`config.mk`:
```
export PLATFORM = sky130hd
export DESIGN_NAME = sha1_msg_sched
export DESIGN_NICKNAME = d
export VERILOG_FILES = /design/src/rtl/sha1_msg_sched.sv
export SDC_FILE = /design/constraint.sdc
export NUM_CORES = 1
export LEC_CHECK = 0
export CAP_MARGIN = 20
export CORE_MARGIN = 4
export CORE_UTILIZATION = 57
export DETAILED_ROUTE_END_ITERATION = 7
export PLACE_DENSITY = 0.81
export RECOVER_POWER = 50
export REMOVE_ABC_BUFFERS = 1
export SYNTH_ARGS = -nofsm -noshare
export SYNTH_HDL_FRONTEND = slang
export SYNTH_SLANG_ARGS = --single-unit
```
`constraint.sdc`:
```
create_clock -name clk -period 30.5 [get_ports clk]
set_input_delay 6.1 -clock clk [delete_from_list [all_inputs] [get_ports clk]]
set_output_delay 6.1 -clock clk [all_outputs]
set_load 0.02 [all_outputs]
```
`src/rtl/sha1_msg_sched.sv`:
```
// sha1_msg_sched
// Fetches one 16-word message block from a synchronous RAM and streams the
// 80-word SHA-1 message schedule, one word per cycle, with no gaps.
//
// State    | Meaning
// ---------+--------------------------------------------------------------
// S_IDLE   | waiting for start; outputs hold, busy low
// S_LOAD   | issuing 16 RAM reads, emitting W[0..15] as data returns
// S_EXPAND | emitting W[16..79] from the 16-word window, no RAM traffic
// S_FIN    | stream finished; done pulses on leaving this state
module sha1_msg_sched #(
    parameter int ADDR_W = 7,
    parameter int DATA_W = 32,
    parameter int ROUNDS = 80
) (
    input  logic              clk,
    input  logic              rst,
    input  logic              start,
    input  logic [ADDR_W-1:0] base_addr,
    output logic [ADDR_W-1:0] ram_raddr,
    input  logic [DATA_W-1:0] ram_dout,
    output logic              w_valid,
    output logic [DATA_W-1:0] w_out,
    output logic [6:0]        w_idx,
    output logic              busy,
    output logic              done
);

    localparam int WIN_N = 16;

    typedef enum logic [1:0] {
        S_IDLE,
        S_LOAD,
        S_EXPAND,
        S_FIN
    } state_t;

    state_t state_q;
    state_t state_d;

    // Reads still to issue; a down-counter so the last read is rd_left == 1.
    logic [4:0]        rd_left;
    // Read-valid pipe: rv1 marks ram_dout valid, rv2 marks dq valid.
    logic              rv1;
    logic              rv2;
    logic [DATA_W-1:0] dq;
    // Index of the next word to be emitted.
    logic [6:0]        idx_q;
    // win[15] is the newest word, win[0] is W[t-16].
    logic [DATA_W-1:0] win [WIN_N];

    logic              accept;
    logic              issue;
    logic              load_emit;
    logic              exp_emit;
    logic              emit;
    logic              finish;
    logic [DATA_W-1:0] w_mix;
    logic [DATA_W-1:0] w_new;
    logic [DATA_W-1:0] emit_word;

    // Schedule recurrence and emit/handshake qualifiers.
    always_comb begin
        w_mix     = win[13] ^ win[8] ^ win[2] ^ win[0];
        w_new     = {w_mix[DATA_W-2:0], w_mix[DATA_W-1]};
        accept    = (state_q == S_IDLE) && start;
        issue     = (state_q == S_LOAD) && (rd_left != 5'd0);
        load_emit = (state_q == S_LOAD) && rv2;
        exp_emit  = (state_q == S_EXPAND);
        emit      = load_emit || exp_emit;
        finish    = (state_q == S_FIN);
        emit_word = load_emit ? dq : w_new;
    end

    // Next-state logic.
    always_comb begin
        state_d = state_q;
        unique case (state_q)
            S_IDLE: begin
                if (start) begin
                    state_d = S_LOAD;
                end
            end
            S_LOAD: begin
                // Switch as W[15] is emitted so W[16] follows with no bubble.
                if (load_emit && (idx_q == 7'(WIN_N - 1))) begin
                    state_d = S_EXPAND;
                end
            end
            S_EXPAND: begin
                if (idx_q == 7'(ROUNDS - 1)) begin
                    state_d = S_FIN;
                end
            end
            S_FIN: begin
                state_d = S_IDLE;
            end
            default: begin
                state_d = S_IDLE;
            end
        endcase
    end

    // State register.
    always_ff @(posedge clk) begin
        if (rst) begin
            state_q <= S_IDLE;
        end else begin
            state_q <= state_d;
        end
    end

    // Read address generation and read-valid pipe.
    always_ff @(posedge clk) begin
        if (rst) begin
            ram_raddr <= '0;
            rd_left   <= '0;
            rv1       <= 1'b0;
            rv2       <= 1'b0;
            dq        <= '0;
        end else begin
            rv1 <= issue;
            rv2 <= rv1;
            dq  <= ram_dout;
            if (accept) begin
                ram_raddr <= base_addr;
                rd_left   <= 5'(WIN_N);
            end else if (issue) begin
                rd_left <= rd_left - 5'd1;
                // Hold on the last address once all 16 reads are out.
                if (rd_left != 5'd1) begin
                    ram_raddr <= ram_raddr + ADDR_W'(1);
                end
            end
        end
    end

    // Output stream, index counter and schedule window.
    always_ff @(posedge clk) begin
        if (rst) begin
            w_valid <= 1'b0;
            w_out   <= '0;
            w_idx   <= '0;
            idx_q   <= '0;
            for (int i = 0; i < WIN_N; i++) begin
                win[i] <= '0;
            end
        end else begin
            w_valid <= emit;
            if (accept) begin
                idx_q <= '0;
            end else if (emit) begin
                w_out <= emit_word;
                w_idx <= idx_q;
                idx_q <= idx_q + 7'd1;
                for (int i = 0; i < WIN_N - 1; i++) begin
                    win[i] <= win[i+1];
                end
                win[WIN_N-1] <= emit_word;
            end
        end
    end

    // Block status flags.
    always_ff @(posedge clk) begin
        if (rst) begin
            busy <= 1'b0;
            done <= 1'b0;
        end else begin
            done <= finish;
            if (accept) begin
                busy <= 1'b1;
            end else if (finish) begin
                busy <= 1'b0;
            end
        end
    end

endmodule

```
; ---- Word-level counts from Yosys, hierarchy flattened
; Memories as Yosys holds them, arrays and structs flattened.
; Index checks and enable logic that the tools add are counted.
[classes]
n_eq_ne = 9
bitwise_logic = 20
mux = 34
n_reduce_logical = 14
add_sub_neg = 3
[op_table]
columns = cell, count
row1 = $mux 32, 17
row2 = $xor 32x32->32, 3
row3 = $mux 7, 3
row4 = $or 1x1->1, 16
row5 = $add 7x1->7 const B, 2
row6 = $mux 5, 2
row7 = $mux 1, 8
row8 = $pmux 2 s4, 1
row9 = $eq 7x4->1 const B, 1
row10 = $eq 7x7->1 const B, 1
row11 = $mux 2, 3
row12 = $reduce_bool 2->1, 3
row13 = $ne 5x1->1 const B, 1
row14 = $reduce_bool 5->1, 1
row15 = $sub 5x1->5 const B, 1
row16 = $eq 2x2->1 const B, 2
row17 = $logic_and 1x1->1, 4
row18 = $ne 2x1->1 const B, 2
row19 = $reduce_and 2->1, 2
row20 = $reduce_and 3->1, 1
row21 = $eq 2x1->1 const B, 1
row22 = $logic_not 2->1, 1
row23 = $ne 2x2->1 const B, 1
row24 = $reduce_or 2->1, 1
row25 = other kinds (2), 2
[totals]
output_inout_bits = 49
inputBits = 42
ff_bits = 97
word_cells = 94
memories = 1
mem_bits_rw = 512
[memory_table]
columns = name, depth, width, rd, rd_ports_with_merged_regs, wr, line
row1 = win, 16, 32, 16, 0, 16, 50  ; logic [DATA_W-1:0] win [WIN_N];

; ---- Depth between registers and ports, before layout
; Gate-level depths: netlist of run 1.
[depth]
word_depth = 8
mapped_depth = 7
ltp_nobuf = 6

; ---- Worst setup path before layout of run 1
; No wires, ideal clock.
[synth_path]
path_type = input to register
start = in start
end = mem win[0][0], enable pin
slack_ns = 13.204
required_time_ns = 29.640
arrival_time_ns = 16.436
stages = 4
setup_time_ns = 0.860
n_path_buf = 1
cell_sequence = nand2_1 > a21oi_1 > buf_2 > inv_1
[synth_rtl]
columns = item, line
row1 = "start, declared", 18  ; input logic start,
row2 = "end, declared", 50

==> qor.yml, run 1 <==
number_of_antenna_violations_at_the_first_check_in_global_routing: 0
top_level_ports: 91
routed_wirelength_um: 39600
synthMuxAreaShare_pct: 0.0426
power.ir.vdd_worst_v: 0.0000428
grt_usage_pct: 17.7
count_of_final_hold_check_violations: 0
synth_top_family_by_area: "simple AND/OR/NAND/NOR gates"
worstHoldPathType: "reg2reg"
grt_pass1_wl_um: 63500
async_flop_share_pct: 0
maxCapViolCount: 7
antenna-diode-count: 0
power.static_leakage_uw: 0.00970
post_synth_top_area_share_pct: 65.5
area_contributors_post_synth: "sky130_fd_sc_hd__edfxtp_1 (65%), sky130_fd_sc_hd__and2_1 (8.6%), sky130_fd_sc_hd__dfxtp_1 (8.3%)"
postSynth.topFlopCell: "sky130_fd_sc_hd__edfxtp_1"
maxClockFrequency_mhz: 65.6
dieHeight_um: 211
clkSlewWorstSetupHoldPaths_ns: 0.06
critical_path.reg2reg.startpoint: "state_q[1]"
holdPathEnd: "w_out[23]"
worst_slew_pin_slew_ns: 6.62
final_util_pct: 65.1
num_rows: 74
tritoncts.num_buffers: 57
synth_adder_area_share_pct: 0.480
startpoint_type: "input port"
avgViaCountPerCell: 5.26
run_status: "finished, violations left"
first_drt_iteration_drcs: 1010
end_kind: "register"
synth.cell_area_mm2: 0.0235
finalCriticalPeriod_ns: 15.25
worst_max_slew_margin_expressed_relative_to_the_limit_pct: -341
cts_num_sinks: 609
synth_enable_flop_cells: 512
grt_util_met2_pct: 27.3
timing_worst_setup_path_type: "in2reg"
total_power_uw: 2150
setup-violations-final: 0
cts-root-buf: "sky130_fd_sc_hd__clkbuf_16"
reg2regPathDepth: 7
largest_net_degree_at_the_start_of_global_routing: 179
synth_warnings: 0
synth-simple-area-share_pct: 16.8
post_cts_hold_buffer_count: 0
grt-busiest-layer: "met2"
cts_setup_buffers: 0
first_global_vias: 11800
grt_remaining_overflow: 0
dominant_cell_type_by_area_after_synthesis: "sky130_fd_sc_hd__edfxtp_1"
full_die_area_mm2: 0.0445
via_count: 11900
drt_pre_antenna_iters: 5
setup_total_negative_slack_ns: 0
drt.antenna.violating_nets: 0
global_route.usage.met3_pct: 3.31
synth_seq_cells: 609
reg2reg_slack_ns: 21.05
gp_congestion: 0.726
core_mm2: 0.0407
met1_usage_pct: 26.5
crit_required_ns: 30.68
h-tree-depth: 2
grt_setup_unrepaired: "false"
io_buffers: 90
max-clock-path-buffers: 3
netlist_instances: 1595
synth.yosys.seq_area_share_pct: 73.8
finalHoldWorstSlack_ns: 0.446
die_w_um: 211
skew_ns: 0.0102
timing.hold.worst.start: "w_out[23]"
path_max_fanout: 178
synth-compound-area-share_pct: 3.00
finalMaxSlewViolations: 579
post_cts_resize_count: 0
flow.area_growth_from_synthesis_pct: 12.9
tritoncts: "built"
routed_wire_length_per_instance_um: 17.6
clk_latency_ns: 0.57
synth_area_per_cell_um2: 14.7
design.final.nets: 1726
power_density_mw_per_mm2: 81.1
worstHoldPathCells: 2
layout_commonest_cell: "sky130_fd_sc_hd__edfxtp_1"
final_cell_mix: "sky130_fd_sc_hd__edfxtp_1 (512), sky130_fd_sc_hd__and2_1 (246), sky130_fd_sc_hd__nor2b_1 (195)"
drc_errors: 0
final_min_period_over_clock_period_pct: 50.0
violations: "max-capacitance violations, max-slew violations"
drive_above_1_share_pct: 5.81
synth_xor_xnor_area_share_pct: 4.07
crit_arrival_ns: 15.42
detailedPlacementHpwl_um: 21500
floorplan.initialDensity_pct: 57.6
ys_types: 50
capturing_point_of_the_worst_reg2reg_path: "win[1][66]"
==> cells in the mapped netlist (3+ instances only) <==
master	instances
sky130_fd_sc_hd__edfxtp_1	512
sky130_fd_sc_hd__and2_1	321
sky130_fd_sc_hd__nor2b_1	195
sky130_fd_sc_hd__dfxtp_1	97
sky130_fd_sc_hd__nor2_1	82
sky130_fd_sc_hd__xnor2_1	70
sky130_fd_sc_hd__nand2_1	45
sky130_fd_sc_hd__o21ai_0	40
sky130_fd_sc_hd__xor2_1	39
sky130_fd_sc_hd__clkbuf_1	33
sky130_fd_sc_hd__clkbuf_2	31
sky130_fd_sc_hd__nor3_1	21
sky130_fd_sc_hd__o41ai_1	13
sky130_fd_sc_hd__buf_2	12
sky130_fd_sc_hd__a21oi_1	11
sky130_fd_sc_hd__ha_1	9
sky130_fd_sc_hd__a22o_1	7
sky130_fd_sc_hd__inv_1	7
sky130_fd_sc_hd__o41ai_2	7
sky130_fd_sc_hd__a211oi_1	4
sky130_fd_sc_hd__nand4_1	4
sky130_fd_sc_hd__buf_4	3
sky130_fd_sc_hd__buf_6	3
sky130_fd_sc_hd__nand3_1	3
==> how the worst max path moves through the flow <==
stage	slack [ns]	cells after the start	start	endpoint
after global routing	14.12	5	rst	win[0][99]
after global placement	20.38	6	start	win[0][41]
final	15.25	5	rst	win[1][66]
after detailed placement	20.19	6	start	win[0][41]
after floorplan	12.57	3	start	win[0][0]
after CTS	20.83	6	start	win[0][105]
==> per-stage QoR <==
step	instances	area (um2)	setup WS (ns)
3_5_place_dp	2147	24800	20.19
2_1_floorplan	1513	23100	12.57
6_report	2252	26500	15.25
3_3_place_gp	2147	24800	20.38
4_1_cts	2251	26600	20.83
5_1_grt	2252	26500	14.12
==> sequential cells by signal (all words and copies together), names as in the netlist, 2 cells and up <==
name       cells
dq            32
idx_q          7
ram_raddr      7
rd_left        5
state_q        2
w_idx          7
w_out         32
win          512
==> per-layer routing <==
layer  up-vias  part of all wire, %  wire length (um)
li1       5662                    -                 -
met4         0                  1.8               705
met3        61                  4.8              1910
met2       223                   47             18500
met5         -                    0                 0
met1      5908                   47             18600
==> final cells by class <==
cell class | count | area (um2)
Tap cell | 532 | 666
Clock buffer | 81 | 1600
Fill cell | 2819 | 14200
Sequential cell | 609 | 17300
Inverter | 7 | 27.5
Multi-Input combinational cell | 897 | 5680
Timing Repair Buffer | 103 | 1010
Clock inverter | 23 | 205
==> worst max-delay path, cell delays in order <==
cell                         delay, ns
sky130_fd_sc_hd__clkbuf_1         1.07
sky130_fd_sc_hd__a21oi_1          0.68
sky130_fd_sc_hd__clkinvlp_2       4.91
sky130_fd_sc_hd__buf_12           1.70
sky130_fd_sc_hd__buf_4            0.62
==> power by group <==
part | internal [uW] | switching (uW)
logic | 116 | 203
clock network | 396 | 288
registers | 1090 | 52.2
==> kinds of logic after synthesis <==
kind of cell | after synthesis
mux | 1
buf+inv | 89
simple gates | 683
fa+ha+maj | 9
flops | 609
compound gates | 95
xor+xnor | 109
Power figures use the tool's default switching activity.
==> run 2: changes to the inputs <==
- CORE_UTILIZATION: 57 -> 55
- PLACE_DENSITY: 0.81 -> 0.82
- clock period: 30.5 -> 13.44 ns (I/O delays scaled with it)
==> qor.yml, run 2 (same netlist as run 1, synthesis figures left out) <==
die_w_um: 215  # +1.7%
worstHoldPathType: "reg2reg"
total_power_uw: 5010  # +130%
tritoncts: "built"
crit_arrival_ns: 9.02  # -6.40 ns
floorplan.initialDensity_pct: 55.8  # -1.8 points
tritoncts.num_buffers: 58  # +1.8%
critical_path.reg2reg.startpoint: "state_q[1]"
via_count: 12000  # +1.3%
worst_max_slew_margin_expressed_relative_to_the_limit_pct: -155  # +190 points
grt_remaining_overflow: 0  # unchanged
skew_ns: 0.0136  # +0.00334 ns
design.final.nets: 1729  # +0.17%
routed_wirelength_um: 39600  # -0.10%
drt_pre_antenna_iters: 4  # -1
full_die_area_mm2: 0.0460  # +3.5%
largest_registers: "win (512), dq (32), w_out (32)"
reg2regPathDepth: 8  # +1
grt_pass1_wl_um: 63300  # -0.21%
post_cts_resize_count: 0  # unchanged
gp_congestion: 0.759  # +4.6%
core_mm2: 0.0420  # +3.2%
first_global_vias: 12000  # +1.4%
violations: "max-capacitance violations, max-slew violations"
largest_net_degree_at_the_start_of_global_routing: 170  # -5.0%
path_max_fanout: 113  # -37%
timing.critical_path.cells: "clkbuf_1 > a21o_1 > nor2_1 > clkbuf_1 > buf_4 > and2_1"
count_of_final_hold_check_violations: 0  # unchanged
avgViaCountPerCell: 5.30  # +0.61%
number_of_antenna_violations_at_the_first_check_in_global_routing: 1  # +1
capturing_point_of_the_worst_reg2reg_path: "win[0][106]"
cp-endpoint: "win[0][221]"
setup.worst_path.start: "rst"
max_flop_register: "win"
drt.antenna.violating_nets: 0  # unchanged
reg2reg_slack_ns: 7.99  # -13.06 ns
pre_cts_ws_ns: 7.32  # -12.87 ns
grt_usage_pct: 16.9  # -0.76 points
setup_total_negative_slack_ns: 0  # unchanged
cts-root-buf: "sky130_fd_sc_hd__clkbuf_16"
setup-violations-final: 0  # unchanged
cp_common_cell: "sky130_fd_sc_hd__clkbuf_1"
h-tree-depth: 2  # unchanged
finalMaxSlewViolations: 382  # -34%
timing.final.ws_setup_ns: 4.74  # -10.51 ns
clkSlewWorstSetupHoldPaths_ns: 0.06  # about the same
final_min_period_over_clock_period_pct: 64.7
final_cell_mix: "sky130_fd_sc_hd__edfxtp_1 (512), sky130_fd_sc_hd__and2_1 (259), sky130_fd_sc_hd__nor2b_1 (195)"
cp_top_family: "buffers and inverters"
routed_wire_length_per_instance_um: 17.5  # -0.76%
power_density_mw_per_mm2: 187  # +130%
worst_path_largest_cell_delay_ns: 2.57  # -2.34 ns
run_status: "finished, violations left"
timing_worst_setup_path_type: "in2reg"
finalCriticalPeriod_ns: 8.70
max-clock-path-buffers: 3  # unchanged
crit_buf_inv: 3  # -1
cp_num_cells: 6  # +1
cts_setup_buffers: 0  # unchanged
drive_above_1_share_pct: 6.49  # +0.67 points
power.static_leakage_uw: 0.00983  # +1.3%
worst_slew_pin_slew_ns: 3.83  # -2.79 ns
crit_required_ns: 13.77  # -16.91 ns
grt_setup_unrepaired: "false"
drc_errors: 0  # unchanged
power.ir.vdd_worst_v: 0.000106  # +150%
io_buffers: 90  # unchanged
first_drt_iteration_drcs: 1017  # +0.69%
num_rows: 75  # +1.4%
end_kind: "register"
dieHeight_um: 215  # +1.7%
top_level_ports: 91  # unchanged
finalHoldWorstSlack_ns: 0.447  # +0.00104 ns
startpoint_type: "input port"
maxCapViolCount: 5  # -2
post_cts_hold_buffer_count: 0  # unchanged
maxClockFrequency_mhz: 115
clk_latency_ns: 0.58  # about the same
layout_commonest_cell: "sky130_fd_sc_hd__edfxtp_1"
flow.area_growth_from_synthesis_pct: 14.2
slowest_stage: "sky130_fd_sc_hd__clkbuf_1"
cts_num_sinks: 609  # unchanged
largest_register_ff_count: 512  # unchanged
final_util_pct: 63.7  # -1.3 points
detailedPlacementHpwl_um: 21300  # -1.1%
## run 2: changes by cell type in the layout (fill, tap and decap cells not counted), sizes merged
| cell | delta |
|---|---|
| bufinv | +5 |
| clkbuf | -4 |
| clkinvlp | +5 |
| inv | +1 |
| buf | +2 |
| diode | +1 |
| clkinv | -2 |
## run 2: layout make-up
type                    instances  area, um2
diodes                          1       2.50
clock buffers                  77       1620
clock inverters                32        397
fillers                      2903      15200
inverters                       7       27.5
multi-input cells             897       5690
flip-flops and latches        609      17300
well taps                     539        674
repair buffers                105       1080
## run 2: stage by stage
stage | cell area, um2 | std cells
after global placement | 24800 | 2152
after detailed placement | 24800 | 2152
after global routing | 26800 | 2267
after CTS | 26800 | 2261
final | 26800 | 2267
after floorplan | 23100 | 1513
## run 2: worst min-delay path by stage
| stage | start | to | slack (ns) | cells after the start |
|---|---|---|---|---|
| after global placement | rv1 | rv2 | 0.43 | 1 |
| after detailed placement | w_out[7] | w_out[7] | 0.44 | 2 |
| after floorplan | rv1 | rv2 | 0.41 | 1 |
| after global routing | w_out[15] | w_out[15] | 0.47 | 2 |
| after CTS | w_out[7] | w_out[7] | 0.46 | 2 |
| final | w_out[7] | w_out[7] | 0.45 | 2 |
## run 2: worst register-to-register path, cell delays in order (launching register included)
cell and delay, ns:
sky130_fd_sc_hd__dfxtp_1 0.41, sky130_fd_sc_hd__inv_1 0.11, sky130_fd_sc_hd__ha_1 0.44, sky130_fd_sc_hd__a21o_4 0.36
sky130_fd_sc_hd__a21oi_1 0.25, sky130_fd_sc_hd__clkinvlp_2 1.92, sky130_fd_sc_hd__buf_16 0.87, sky130_fd_sc_hd__buf_4 0.52
sky130_fd_sc_hd__buf_12 0.27
## run 2: power breakdown
| group | internal (uW) | switching (uW) |
|---|---|---|
| Clock | 1020 | 681 |
| Combinational | 271 | 453 |
| Sequential | 2460 | 122 |
| Total | 3750 | 1260 |
## run 2: routing by layer
layer	track usage [%]	wire length (um)	up-vias	part of all wire (%)
li1	-	-	5674	-
met1	24.5	18300	5986	46
met2	25.7	18200	270	46
met3	3.63	2000	76	5.0
met4	5.96	1160	0	2.9
met5	0	0	-	0
==> run 3: changes to the inputs <==
- clock period: 13.44 -> 7.4 ns (I/O delays scaled with it)
==> qor.yml, run 3 (same netlist as run 1, synthesis figures left out) <==
maxCapViolCount: 3  # -2
violations: "max-capacitance violations, max-slew violations"
via_count: 12000  # -0.43%
routed_wirelength_um: 39700  # +0.33%
drive_above_1_share_pct: 6.16  # -0.33 points
grt_remaining_overflow: 0  # unchanged
clk_latency_ns: 0.60  # +0.02 ns
flow.area_growth_from_synthesis_pct: 13.5
first_drt_iteration_drcs: 1160  # +14%
largest_net_degree_at_the_start_of_global_routing: 145  # -15%
grt_setup_unrepaired: "false"
cts_num_sinks: 609  # unchanged
tritoncts: "built"
crit_arrival_ns: 4.63  # -4.39 ns
h-tree-depth: 2  # unchanged
n_fill_cell: 2905  # +0.069%
drt_pre_antenna_iters: 5  # +1
final_cell_mix: "sky130_fd_sc_hd__edfxtp_1 (512), sky130_fd_sc_hd__and2_1 (272), sky130_fd_sc_hd__nor2b_1 (195)"
power_density_mw_per_mm2: 335  # +79%
worstHoldPathType: "reg2reg"
final_util_pct: 63.4  # -0.38 points
grt_pass1_wl_um: 63700  # +0.56%
number_of_antenna_violations_at_the_first_check_in_global_routing: 1  # unchanged
first_global_vias: 11900  # -0.12%
startpoint_type: "register"
worst_max_slew_margin_expressed_relative_to_the_limit_pct: -95.6  # +59 points
largest_register_ff_count: 512  # unchanged
finalMaxSlewViolations: 117  # -69%
end_kind: "register"
detailedPlacementHpwl_um: 21300  # -0.13%
top_level_ports: 91  # unchanged
run_status: "finished, violations left"
final_min_period_over_clock_period_pct: 57.7
place_inst: 2152  # unchanged
clkSlewWorstSetupHoldPaths_ns: 0.06  # about the same
finalHoldWorstSlack_ns: 0.450  # +0.00319 ns
skew_ns: 0.0158  # +0.00225 ns
gp_congestion: 0.741  # -2.4%
worst_slew_pin_slew_ns: 2.93  # -0.892 ns
grt_usage_pct: 17.0  # +0.085 points
dieHeight_um: 215  # unchanged
avgViaCountPerCell: 5.28  # -0.21%
floorplan.initialDensity_pct: 55.8  # unchanged
final_cell_count_no_fill: 2262  # -0.22%
post_cts_resize_count: 0  # unchanged
tritoncts.num_buffers: 58  # unchanged
cts_setup_buffers: 0  # unchanged
count_of_final_hold_check_violations: 0  # unchanged
pre_cts_ws_ns: 2.95  # -4.38 ns
full_die_area_mm2: 0.0460  # unchanged
finalCriticalPeriod_ns: 4.27
routed_wire_length_per_instance_um: 17.6  # +0.55%
core_mm2: 0.0420  # unchanged
power.static_leakage_uw: 0.00978  # -0.52%
power.ir.vdd_worst_v: 0.000178  # +68%
timing_worst_setup_path_type: "reg2reg"
drc_errors: 0  # unchanged
die_w_um: 215  # unchanged
setup-violations-final: 0  # unchanged
max-clock-path-buffers: 3  # unchanged
io_buffers: 90  # unchanged
design.final.nets: 1724  # -0.29%
cts-root-buf: "sky130_fd_sc_hd__clkbuf_16"
max_flop_register: "win"
largest_registers: "win (512), dq (32), w_out (32)"
maxClockFrequency_mhz: 234
num_rows: 75  # unchanged
timing.final.ws_setup_ns: 3.13  # -1.62 ns
post_cts_hold_buffer_count: 0  # unchanged
crit_required_ns: 7.75  # -6.02 ns
drt.antenna.violating_nets: 0  # unchanged
layout_commonest_cell: "sky130_fd_sc_hd__edfxtp_1"
path_max_fanout: 32  # -72%
run 3: changes by cell type in the layout (fill, tap and decap cells not counted), sizes merged:
| cell | change |
|---|---|
| clkinv | -6 |
| clkbuf | +9 |
| clkdlybuf4s50 | -1 |
| dlygate4sd3 | +1 |
| clkinvlp | -3 |
| inv | +2 |
| buf | -2 |
| bufinv | -5 |
run 3: worst paths after layout:
path                                  from          end  slack [ns]  cells after the start
worst min-delay path             w_out[25]    w_out[25]        0.45                      2
worst min register to register   w_out[25]    w_out[25]        0.45                      2
worst max register to register  state_q[1]  win[1][254]        3.13                      5
worst max-delay path            state_q[1]  win[1][254]        3.13                      5
run 3: per-stage QoR:
stage	setup TNS, ns	power, uW	instance area, um2
finish	0	8910	26600
global route	0	9310	26600
CTS	0	9020	26700
detailed placement	0	6070	24800
global placement	0	6010	24800
floorplan	-3025.14	5770	23100
run 3: layout make-up:
type	instances	area, um2	area share [%]
multi-input cells	897	5700	21.4
diodes	1	2.50	0.00939
flip-flops and latches	609	17300	65.0
clock buffers	89	1700	6.38
repair buffers	100	1000	3.76
clock inverters	20	208	0.780
well taps	539	674	2.53
inverters	7	33.8	0.127
run 3: power breakdown:
group          switching [uW]  leakage, uW  internal, uW  total, uW
registers                 219      0.00610          4470       4690
clock network            1220     0.000923          1720       2940
logic                     821      0.00276           468       1290
total                    2260      0.00978          6660       8910
run 3: worst max-delay path: stages (launching register included):
cell and delay (ns):
sky130_fd_sc_hd__dfxtp_1 0.35, sky130_fd_sc_hd__inv_1 0.13, sky130_fd_sc_hd__ha_1 0.61, sky130_fd_sc_hd__and2_0 2.23, sky130_fd_sc_hd__nor2_1 0.23, sky130_fd_sc_hd__nor3_1 0.47
run 3: per-layer routing:
| layer | vias to the layer above | GRT usage, % | part of all wire [%] |
|---|---|---|---|
| met3 | 75 | 3.44 | 4.8 |
| met4 | 0 | 4.82 | 2.5 |
| met2 | 257 | 27.0 | 47 |
| met1 | 5969 | 24.2 | 45 |
| li1 | 5653 | - | - |
| met5 | - | 0 | 0 |
